[src/rtl/ibex_wb_arbiter.sv]
// Writeback-port arbiter: merges LSU load data, ID/EX results and buffered
// multi-cycle FPU results onto one shared integer/FP register-file write port.
// FPU results queue in a small FIFO; a starvation counter forces the FIFO head
// ahead of ID once it has waited long enough.
module ibex_wb_arbiter #(
  parameter int unsigned FpuFifoDepth = 2,
  parameter int unsigned StarveLimit  = 4
) (
  input  logic        clk_i,
  input  logic        rst_ni,

  input  logic        id_we_i,
  input  logic        id_fp_i,
  input  logic [4:0]  id_waddr_i,
  input  logic [31:0] id_wdata_i,
  output logic        id_ready_o,

  input  logic        lsu_we_i,
  input  logic        lsu_fp_i,
  input  logic [4:0]  lsu_waddr_i,
  input  logic [31:0] lsu_wdata_i,

  input  logic        fpu_valid_i,
  input  logic        fpu_fp_i,
  input  logic [4:0]  fpu_waddr_i,
  input  logic [31:0] fpu_wdata_i,
  output logic        fpu_ready_o,

  output logic        rf_we_o,
  output logic        frf_we_o,
  output logic [4:0]  wb_waddr_o,
  output logic [31:0] wb_wdata_o,

  input  logic [4:0]  hz_raddr_i,
  input  logic        hz_fp_i,
  output logic        hz_o,

  output logic        fpu_pending_o
);

  localparam int unsigned PtrW = $clog2(FpuFifoDepth);
  localparam int unsigned CntW = $clog2(FpuFifoDepth + 1);
  localparam logic [PtrW-1:0] PtrMax    = PtrW'(FpuFifoDepth - 1);
  localparam logic [CntW-1:0] CntFull   = CntW'(FpuFifoDepth);
  localparam logic [3:0]      StarveMax = 4'(StarveLimit);

  // FIFO storage (not reset; validity comes from count_q)
  logic            fifo_fp_q    [FpuFifoDepth];
  logic [4:0]      fifo_waddr_q [FpuFifoDepth];
  logic [31:0]     fifo_wdata_q [FpuFifoDepth];

  logic [PtrW-1:0] wr_ptr_q, wr_ptr_d;
  logic [PtrW-1:0] rd_ptr_q, rd_ptr_d;
  logic [CntW-1:0] count_q, count_d;
  logic [3:0]      starve_cnt_q, starve_cnt_d;
  logic            starve_q, starve_d;

  logic fifo_empty, fifo_full;
  logic lsu_gnt, id_ready, id_gnt, head_gnt, push;
  logic gnt_any, gnt_fp;
  logic hz;

  // Grant decision: LSU > starved head > ID > head; everything gated while in reset
  always_comb begin
    fifo_empty = (count_q == '0);
    fifo_full  = (count_q == CntFull);
    lsu_gnt    = rst_ni & lsu_we_i;
    id_ready   = rst_ni & ~lsu_we_i & ~starve_q;
    id_gnt     = id_ready & id_we_i;
    // With starve_q set id_ready is low, so the head wins over a waiting ID
    head_gnt   = rst_ni & ~lsu_we_i & ~fifo_empty & ~id_gnt;
    push       = rst_ni & fpu_valid_i & ~fifo_full;
  end

  // Steer the granted source onto the shared write port
  always_comb begin
    gnt_any    = 1'b0;
    gnt_fp     = 1'b0;
    wb_waddr_o = '0;
    wb_wdata_o = '0;
    if (lsu_gnt) begin
      gnt_any    = 1'b1;
      gnt_fp     = lsu_fp_i;
      wb_waddr_o = lsu_waddr_i;
      wb_wdata_o = lsu_wdata_i;
    end else if (id_gnt) begin
      gnt_any    = 1'b1;
      gnt_fp     = id_fp_i;
      wb_waddr_o = id_waddr_i;
      wb_wdata_o = id_wdata_i;
    end else if (head_gnt) begin
      gnt_any    = 1'b1;
      gnt_fp     = fifo_fp_q[rd_ptr_q];
      wb_waddr_o = fifo_waddr_q[rd_ptr_q];
      wb_wdata_o = fifo_wdata_q[rd_ptr_q];
    end
    rf_we_o  = gnt_any & ~gnt_fp;
    frf_we_o = gnt_any & gnt_fp;
  end

  // Hazard lookup over registered FIFO entries only (same-cycle push is not visible)
  always_comb begin
    logic [PtrW-1:0] idx;
    hz  = 1'b0;
    idx = '0;
    for (int k = 0; k < int'(FpuFifoDepth); k++) begin
      idx = PtrW'((int'(rd_ptr_q) + k) % int'(FpuFifoDepth));
      if ((k < int'(count_q)) && (fifo_waddr_q[idx] == hz_raddr_i) &&
          (fifo_fp_q[idx] == hz_fp_i)) begin
        hz = 1'b1;
      end
    end
  end

  // Status outputs, forced low during reset
  always_comb begin
    id_ready_o    = id_ready;
    fpu_ready_o   = rst_ni & ~fifo_full;
    fpu_pending_o = rst_ni & ~fifo_empty;
    hz_o          = rst_ni & hz;
  end

  // Next-state: pointers, occupancy and starvation tracking
  always_comb begin
    wr_ptr_d     = wr_ptr_q;
    rd_ptr_d     = rd_ptr_q;
    count_d      = count_q;
    starve_cnt_d = starve_cnt_q;
    if (push) begin
      wr_ptr_d = (wr_ptr_q == PtrMax) ? '0 : wr_ptr_q + 1'b1;
    end
    if (head_gnt) begin
      rd_ptr_d = (rd_ptr_q == PtrMax) ? '0 : rd_ptr_q + 1'b1;
    end
    if (push && !head_gnt) begin
      count_d = count_q + 1'b1;
    end else if (!push && head_gnt) begin
      count_d = count_q - 1'b1;
    end
    if (fifo_empty || head_gnt) begin
      starve_cnt_d = '0;
    end else if (starve_cnt_q != StarveMax) begin
      starve_cnt_d = starve_cnt_q + 1'b1;
    end
    starve_d = (starve_cnt_d == StarveMax);
  end

  // Control state with synchronous active-low reset
  always_ff @(posedge clk_i) begin
    if (!rst_ni) begin
      wr_ptr_q     <= '0;
      rd_ptr_q     <= '0;
      count_q      <= '0;
      starve_cnt_q <= '0;
      starve_q     <= 1'b0;
    end else begin
      wr_ptr_q     <= wr_ptr_d;
      rd_ptr_q     <= rd_ptr_d;
      count_q      <= count_d;
      starve_cnt_q <= starve_cnt_d;
      starve_q     <= starve_d;
    end
  end

  // FIFO entry write on push
  always_ff @(posedge clk_i) begin
    if (push) begin
      fifo_fp_q[wr_ptr_q]    <= fpu_fp_i;
      fifo_waddr_q[wr_ptr_q] <= fpu_waddr_i;
      fifo_wdata_q[wr_ptr_q] <= fpu_wdata_i;
    end
  end

endmodule

[config.mk]
export PLATFORM = sky130hd
export DESIGN_NAME = ibex_wb_arbiter
export DESIGN_NICKNAME = d
export VERILOG_FILES = /design/src/rtl/ibex_wb_arbiter.sv
export SDC_FILE = /design/constraint.sdc
export NUM_CORES = 1
export LEC_CHECK = 0
export ABC_CLOCK_PERIOD_IN_PS = 3200
export BUFFER_PORTS_ARGS = -buffer_cell sky130_fd_sc_hd__buf_2
export CAP_MARGIN = 20
export CORE_MARGIN = 3
export CORE_UTILIZATION = 29
export CTS_CLUSTER_DIAMETER = 120
export DETAILED_ROUTE_END_ITERATION = 8
export PLACE_DENSITY = 0.64
export SETUP_SLACK_MARGIN = 0.1
export SKIP_CTS_REPAIR_TIMING = 1
export SLEW_MARGIN = 20
export SYNTH_ARGS = -nofsm -noshare
export SYNTH_HDL_FRONTEND = slang
export SYNTH_SLANG_ARGS = --single-unit
[constraint.sdc]
create_clock -name clk_i -period 3.2 [get_ports clk_i]
set_clock_uncertainty 0.15 [all_clocks]
set_input_delay 0.48 -clock clk_i [delete_from_list [all_inputs] [get_ports clk_i]]
set_output_delay 0.48 -clock clk_i [all_outputs]
set_load 0.02 [all_outputs]
Yosys cells after proc, flatten, opt, wreduce, memory -nomap -nowiden
Memory sizes are Yosys's and may differ from the RTL's. A register that Yosys moved wholly into a read port is not among the register bits.
Index checks and enable logic that the tools add are counted.
{"block": "op_classes", "shifts": 0, "multipliers": 0, "n_eq_ne": 7, "bitwise_logic": 19, "order_cmp": 2, "n_mux": 28, "n_reduce_logical": 11, "div": 0, "add_sub_neg": 6}
{"operator": "$mux 32", "n": 3}
{"operator": "$mux 1", "n": 18}
{"operator": "$mux 5", "n": 3}
{"operator": "$and 1x1->1", "n": 13}
{"operator": "$eq 5x5->1", "n": 2}
{"operator": "$mux 4", "n": 2}
{"operator": "$logic_and 1x1->1", "n": 6}
{"operator": "$not 1->1", "n": 6}
{"operator": "$add 4x1->4 const B", "n": 1}
{"operator": "$eq 4x3->1 const B", "n": 1}
{"operator": "$lt 1x2->1 const A", "n": 2}
{"operator": "$mux 2", "n": 2}
{"operator": "$ne 4x3->1 const B", "n": 1}
{"operator": "$add 1x1->1 const B", "n": 3}
{"operator": "$add 2x1->2 const B", "n": 1}
{"operator": "$eq 1x1->1", "n": 2}
{"operator": "$eq 2x2->1 const B", "n": 1}
{"operator": "$logic_not 1->1", "n": 2}
{"operator": "$logic_not 2->1", "n": 1}
{"operator": "$reduce_bool 2->1", "n": 1}
{"operator": "$sub 2x1->2 const B", "n": 1}
{"operator": "$logic_or 1x1->1", "n": 1}
{"block": "word_totals", "output_inout_bits": 43, "latchBits": 0, "word_cells": 81, "rom_bits": 0, "regBits": 9, "in_bits": 125, "ram_bits": 76, "memories": 3}
{"name": "fifo_wdata_q", "depth": 2, "width": 32, "rd": 1, "rd_ports_with_merged_regs": 1, "write_ports": 1, "line_no": "50", "rtl": "logic [31:0] fifo_wdata_q [FpuFifoDepth];"}
{"name": "fifo_waddr_q", "depth": 2, "width": 5, "rd": 2, "rd_ports_with_merged_regs": 1, "write_ports": 1, "line_no": "49", "rtl": "logic [4:0] fifo_waddr_q [FpuFifoDepth];"}
{"name": "fifo_fp_q", "depth": 2, "width": 1, "rd": 2, "rd_ports_with_merged_regs": 1, "write_ports": 1, "line_no": "48", "rtl": "logic fifo_fp_q [FpuFifoDepth];"}

Longest topological paths before layout
{"block": "logic_depth", "depth_word": 11, "ltp_mapped": 10, "mapped_depth_nobuf": 9}

Least setup slack after synthesis
OpenSTA, ideal clock, no wires.
{"block": "synth_timing", "path_type": "input port to flip-flop", "from": "input rst_ni", "to": "memory fifo_fp_q[0], enable pin", "path_stages": 4, "path_buffers": 1, "required_time_ns": 2.615, "arrival_time_ns": 2.821, "setup_ns": 0.435, "setup_slack_ns": -0.206, "cell_sequence": "buf_2 > nor2b_1 > nand2_1 > nor2_1"}
{"block": "synth_between", "elab_chain_cells": 4}
{"element": "start, declared", "line_no": "10", "rtl": "input logic rst_ni,"}
{"element": "$and 1x1->1 (2 in a row)", "line_no": "72", "rtl": "push = rst_ni & fpu_valid_i & ~fifo_full;"}
{"element": "$mux 1", "line_no": "167", "rtl": "if (push) begin"}
{"element": "$mux 1 (implied by the code)", "line_no": "168", "rtl": "fifo_fp_q[wr_ptr_q] <= fpu_fp_i;"}
{"element": "end, declared", "line_no": "48"}
No other way between the ends.

Worst setup path after layout
{"block": "layout_timing", "from": "register count_q[0]", "to": "output rf_we_o"}
{"block": "layout_between", "elab_chain_cells": 9, "word_cells_on_any_way": 12, "cone_classes": "6 x mux; 5 x bitwise; 1 x reduce/logical"}
{"element": "start, declared", "line_no": "54", "rtl": "logic [CntW-1:0] count_q, count_d;"}
{"element": "start signal, assigned", "line_no": "159", "rtl": "count_q <= count_d;"}
{"element": "$logic_not 2->1 *", "line_no": "65", "rtl": "fifo_empty = (count_q == '0);"}
{"element": "$not 1->1 *", "line_no": "71", "rtl": "head_gnt = rst_ni & ~lsu_we_i & ~fifo_empty & ~id_gnt;"}
{"element": "$and 1x1->1 * (2 in a row)", "line_no": "71"}
{"element": "$mux 1", "line_no": "91", "rtl": "end else if (head_gnt) begin"}
{"element": "$mux 1", "line_no": "86", "rtl": "end else if (id_gnt) begin"}
{"element": "$mux 1", "line_no": "81", "rtl": "if (lsu_gnt) begin"}
{"element": "$not 1->1", "line_no": "97", "rtl": "rf_we_o = gnt_any & ~gnt_fp;"}
{"element": "$and 1x1->1 *", "line_no": "97"}
{"element": "end, declared", "line_no": "29", "rtl": "output logic rf_we_o,"}
Every way passes the cells marked *; elsewhere a longest branch is shown, timed or not.

==> results.md <==
Floorplan:
- The floorplan die area is 0.0158 sq mm.
- The initial utilization of the core area, before any placement, comes to 0.298.
- The die outline height is 126 um.
- 168 I/O pins were placed.
- The overall die width is 126 um.
- The number of cell rows is 43.
- The core region is 0.0140 sq mm.

Timing:
- The final setup violation count is 0.
- The final-report hold violation count came to 0.
- Of the available clock period, the critical path in the final layout requires 0.914.
- The max-slew violation count is 0.
- The worst-case headroom to the max-slew limit is 0.577.
- Timing would allow up to 342 MHz.
- The measured slew at the worst slew-check pin is 633 ps.
- The worst hold slack across all endpoints is 176 ps.
- Setup repair after global routing left no endpoint under its margin.
- The final critical path time including I/O delays and setup is 2920 ps.
- The total negative slack is 0 ps.

Final layout:
- At the end of the flow the core is filled with cells to 0.395.
- The number of standard cells in the final layout excluding fillers is 689.
- The proportion of layout cells with a drive suffix above 1 is 0.456.
- The number of antenna diodes is 0.
- The multi-input combinational cells in the finished layout cover a total of 0.00156 sq mm.
- The layout-stage area growth over the synthesis result is 32.8%.
- The filler cells instantiated in the layout total 1371.
- The sequential cells in the finished layout cover a total of 0.00248 sq mm.
- The number of nets in the finished design is 635.

Logic synthesis:
- In the post-synthesis netlist, the biggest area contributors are sky130_fd_sc_hd__edfxtp_1 (55%), sky130_fd_sc_hd__mux2_2 (8.4%), sky130_fd_sc_hd__a221oi_1 (6.7%), sky130_fd_sc_hd__nor2_1 (6.5%), sky130_fd_sc_hd__dfxtp_1 (4.8%).
- For this run, the leading register cell type out of synthesis is sky130_fd_sc_hd__edfxtp_1.
- Counting instances in the post-synthesis netlist gives the leading cell types as sky130_fd_sc_hd__edfxtp_1 (76), sky130_fd_sc_hd__nor2_1 (72), sky130_fd_sc_hd__a221oi_1 (32), sky130_fd_sc_hd__mux2_2 (31), sky130_fd_sc_hd__buf_2 (13).
- The Yosys step of the flow raised 0 warnings.
- The number of nets produced by synthesis is 466.
- By instance count, the leading cell after synthesis is sky130_fd_sc_hd__edfxtp_1.
- Synthesis produced a netlist whose cell count is 335.
- The cell area that synthesis handed to floorplanning was 0.00416 sq mm.
- The biggest area contributor in the post-synthesis netlist is sky130_fd_sc_hd__edfxtp_1.
- Of the post-synthesis cell area, the dominant cell type holds 0.548.
- The share of the Yosys chip area taken by registers is 0.596.
- The number of flip-flops and latches in the synthesized netlist is 86.
- The number of unique standard cell types used by synthesis is 36.
- The post-synthesis average cell area is 12.4 sq um.
- The async set-or-reset flop fraction in the synthesized netlist is 0.
- Yosys mapped a number of flops with a built-in enable equal to 76.

GRT:
- The met3 demand-to-capacity share in global routing is 0.0441.
- In the global route stage, overall resource usage came out at 0.140.
- Entering global routing, the biggest net connects 23 pins.
- The initial antenna violation count is 1.
- For this run the aggregate overflow at the end of global routing stands at 0.
- The number of global-route vias before repair was 3418.
- In the global route stage, met2 resource usage came out at 0.244.
- For met1 alone, demand over resource in global routing was 0.164.
- The first global-routing pass estimated 17300 um of wire.
- The global routing stage identified its most utilized layer as met2.

Pwr:
- Of the total power, the share spent switching nets is 0.261.
- In this run the static leakage power is 0.00221 uW.
- The share of total power in the clock network is 0.354.
- The maximum resistive drop on vdd is 0.000274 V.
- Internal power comes to 2000 uW.
- The sequential power share is 0.481.
- Dividing total power by cell area gives a power density of 488 mW/mm^2.
- The post-layout total power is 2700 uW.
- The net switching power of the design is 703 uW.
- Of the total power, combinational logic draws 0.165.

Drt:
- The first-iteration detailed-routing DRC count is 142.
- The detailed-routing iteration count for the pre-antenna-repair pass is 4.
- The detail-routed net length per standard cell is 16.0 um.
- The final wirelength is 11000 um.
- The post-detailed-route via-to-cell ratio is 4.84.
- The count of nets left with antenna violations once routing finished came out at 0.
- Detailed routing inserted a total of 3335 vias.
- For this run, design rule violations remaining after detail routing come to 0.

Worst setup path:
- The library cell contributing the largest single delay on the critical path is sky130_fd_sc_hd__dfxtp_1.
- The endpoint type of the worst setup path is a primary output.
- The critical path is of the reg -> out type.
- The largest stage delay on the critical path is 390 ps.
- For the worst setup path, the data required time is 2570 ps.
- The maximum fanout count along the critical path is 16.
- The critical path goes through inv_1 -> ha_1 -> nor2b_2 -> and2_1 -> buf_4 -> inv_2 -> o21ai_1 -> nor2_1 -> buf_2.
- The worst setup path is launched from a flip-flop.
- The critical path data arrival time is 2290 ps.

Placement:
- In this run, placement finished with an instance count of 673.
- Once detailed placement completed, the half-perimeter wirelength came to 8100 um.
- The congestion estimate from routability-driven global placement came to 0.832.
- The number of I/O port buffers is 167.

Clocking:
- At the later pin of the worst-skew pair, clock insertion delay measures 340 ps.
- The maximum clock path buffer count is 2.
- The number of buffers added by the clock tree synthesis step is 9.
- TritonCTS built the clock tree.
- The buffer type at the clock tree root is sky130_fd_sc_hd__clkbuf_16.
- The H-tree was split into 3 levels.
- The sink count of the clock tree is 86.
- The clock-pin slew reported for the worst setup and hold paths after clock tree synthesis is 60 ps.

Run:
- The max-capacitance violation count is 0.

Worst hold path:
- The min-delay analysis places its worst path in the category in -> reg.

Run status:
- The flow ran to the end, and the final reports show no timing, DRC or antenna violations.
==> through the flow <==
stage	setup WS (ps)	cell area (sq um)
after floorplan	423	4170
after global placement	664	5250
after detailed placement	583	5250
after CTS	204	5530
after global routing	119	5530
final	275	5530
==> routing by layer <==
metal	share of wire	vias up
li1	-	1594
met1	0.40	1597
met2	0.52	124
met3	0.063	18
met4	0.018	2
met5	0.0018	-
==> power groups by stage <==
stage / clock network, uW / registers, uW / logic [uW]
after floorplan: 0 / 1310 / 260
after global placement: 0 / 1320 / 435
after detailed placement: 0 / 1320 / 448
after CTS: 981 / 1300 / 450
after global routing: 1030 / 1300 / 492
final: 956 / 1300 / 446
==> state kept, by name, summed over array words and instances (netlist names), named ones only <==
name          cells
starve_cnt_q      4
wr_ptr_q          1
rd_ptr_q          1
fifo_wdata_q     64
fifo_waddr_q     10
starve_q          1
fifo_fp_q         2
count_q           2
==> placed cells by master (no fill, tap or decap), types with 2 or more instances in the layout <==
cell / netlist / layout
sky130_fd_sc_hd__inv_1: 7 / 7
sky130_fd_sc_hd__o21ai_0: 3 / 3
sky130_fd_sc_hd__buf_2: 13 / 167
sky130_fd_sc_hd__o21ai_1: 8 / 8
sky130_fd_sc_hd__ha_1: 6 / 6
sky130_fd_sc_hd__buf_12: 0 / 2
sky130_fd_sc_hd__clkbuf_16: 0 / 9
sky130_fd_sc_hd__and2_1: 6 / 6
sky130_fd_sc_hd__nand2_1: 3 / 3
sky130_fd_sc_hd__buf_4: 0 / 10
sky130_fd_sc_hd__nand4_1: 2 / 2
sky130_fd_sc_hd__nand3_1: 4 / 4
sky130_fd_sc_hd__nor2b_1: 3 / 2
sky130_fd_sc_hd__clkinvlp_4: 0 / 4
sky130_fd_sc_hd__xor2_1: 6 / 6
sky130_fd_sc_hd__nor3_1: 4 / 4
sky130_fd_sc_hd__xnor2_1: 10 / 10
sky130_fd_sc_hd__dfxtp_1: 10 / 9
sky130_fd_sc_hd__clkinv_4: 0 / 2
sky130_fd_sc_hd__a221oi_1: 32 / 32
sky130_fd_sc_hd__edfxtp_1: 76 / 76
sky130_fd_sc_hd__mux2_2: 31 / 31
sky130_fd_sc_hd__mux2i_1: 11 / 11
sky130_fd_sc_hd__a22oi_1: 6 / 6
sky130_fd_sc_hd__nor2_1: 72 / 71
==> final cells by class <==
cell class	count	share of cell area
well taps	180	0.0407
clock inverters	7	0.00928
multi-input cells	220	0.282
inverters	8	0.00543
flip-flops and latches	86	0.449
repair buffers	179	0.172
clock buffers	9	0.0407
==> worst max-delay path, delay by kind of cell, from the launching register on <==
family | cells | cell delay [ps]
buf+inv | 4 | 630
fa+ha+maj | 1 | 260
flops | 1 | 390
simple gates | 3 | 450
compound gates | 1 | 240
==> worst paths after layout <==
check                        from                  end  slack, ps  cells after the start
setup / recovery       count_q[0]              rf_we_o        280                      9
hold / removal    fpu_wdata_i[16]  fifo_wdata_q[1][16]        180                      1
setup reg to reg       count_q[0]           count_q[0]        820                      9
hold reg to reg   starve_cnt_q[3]      starve_cnt_q[3]        460                      2
==> cells by family after synthesis <==
logic type / Yosys count / share of synthesized area
xor+xnor: 16 / 0.0337
simple gates: 100 / 0.104
fa+ha+maj: 6 / 0.0180
flops: 86 / 0.596
mux: 44 / 0.116
compound gates: 54 / 0.100
buf+inv: 29 / 0.0319
Note: power is estimated with default switching activity, not from simulation.
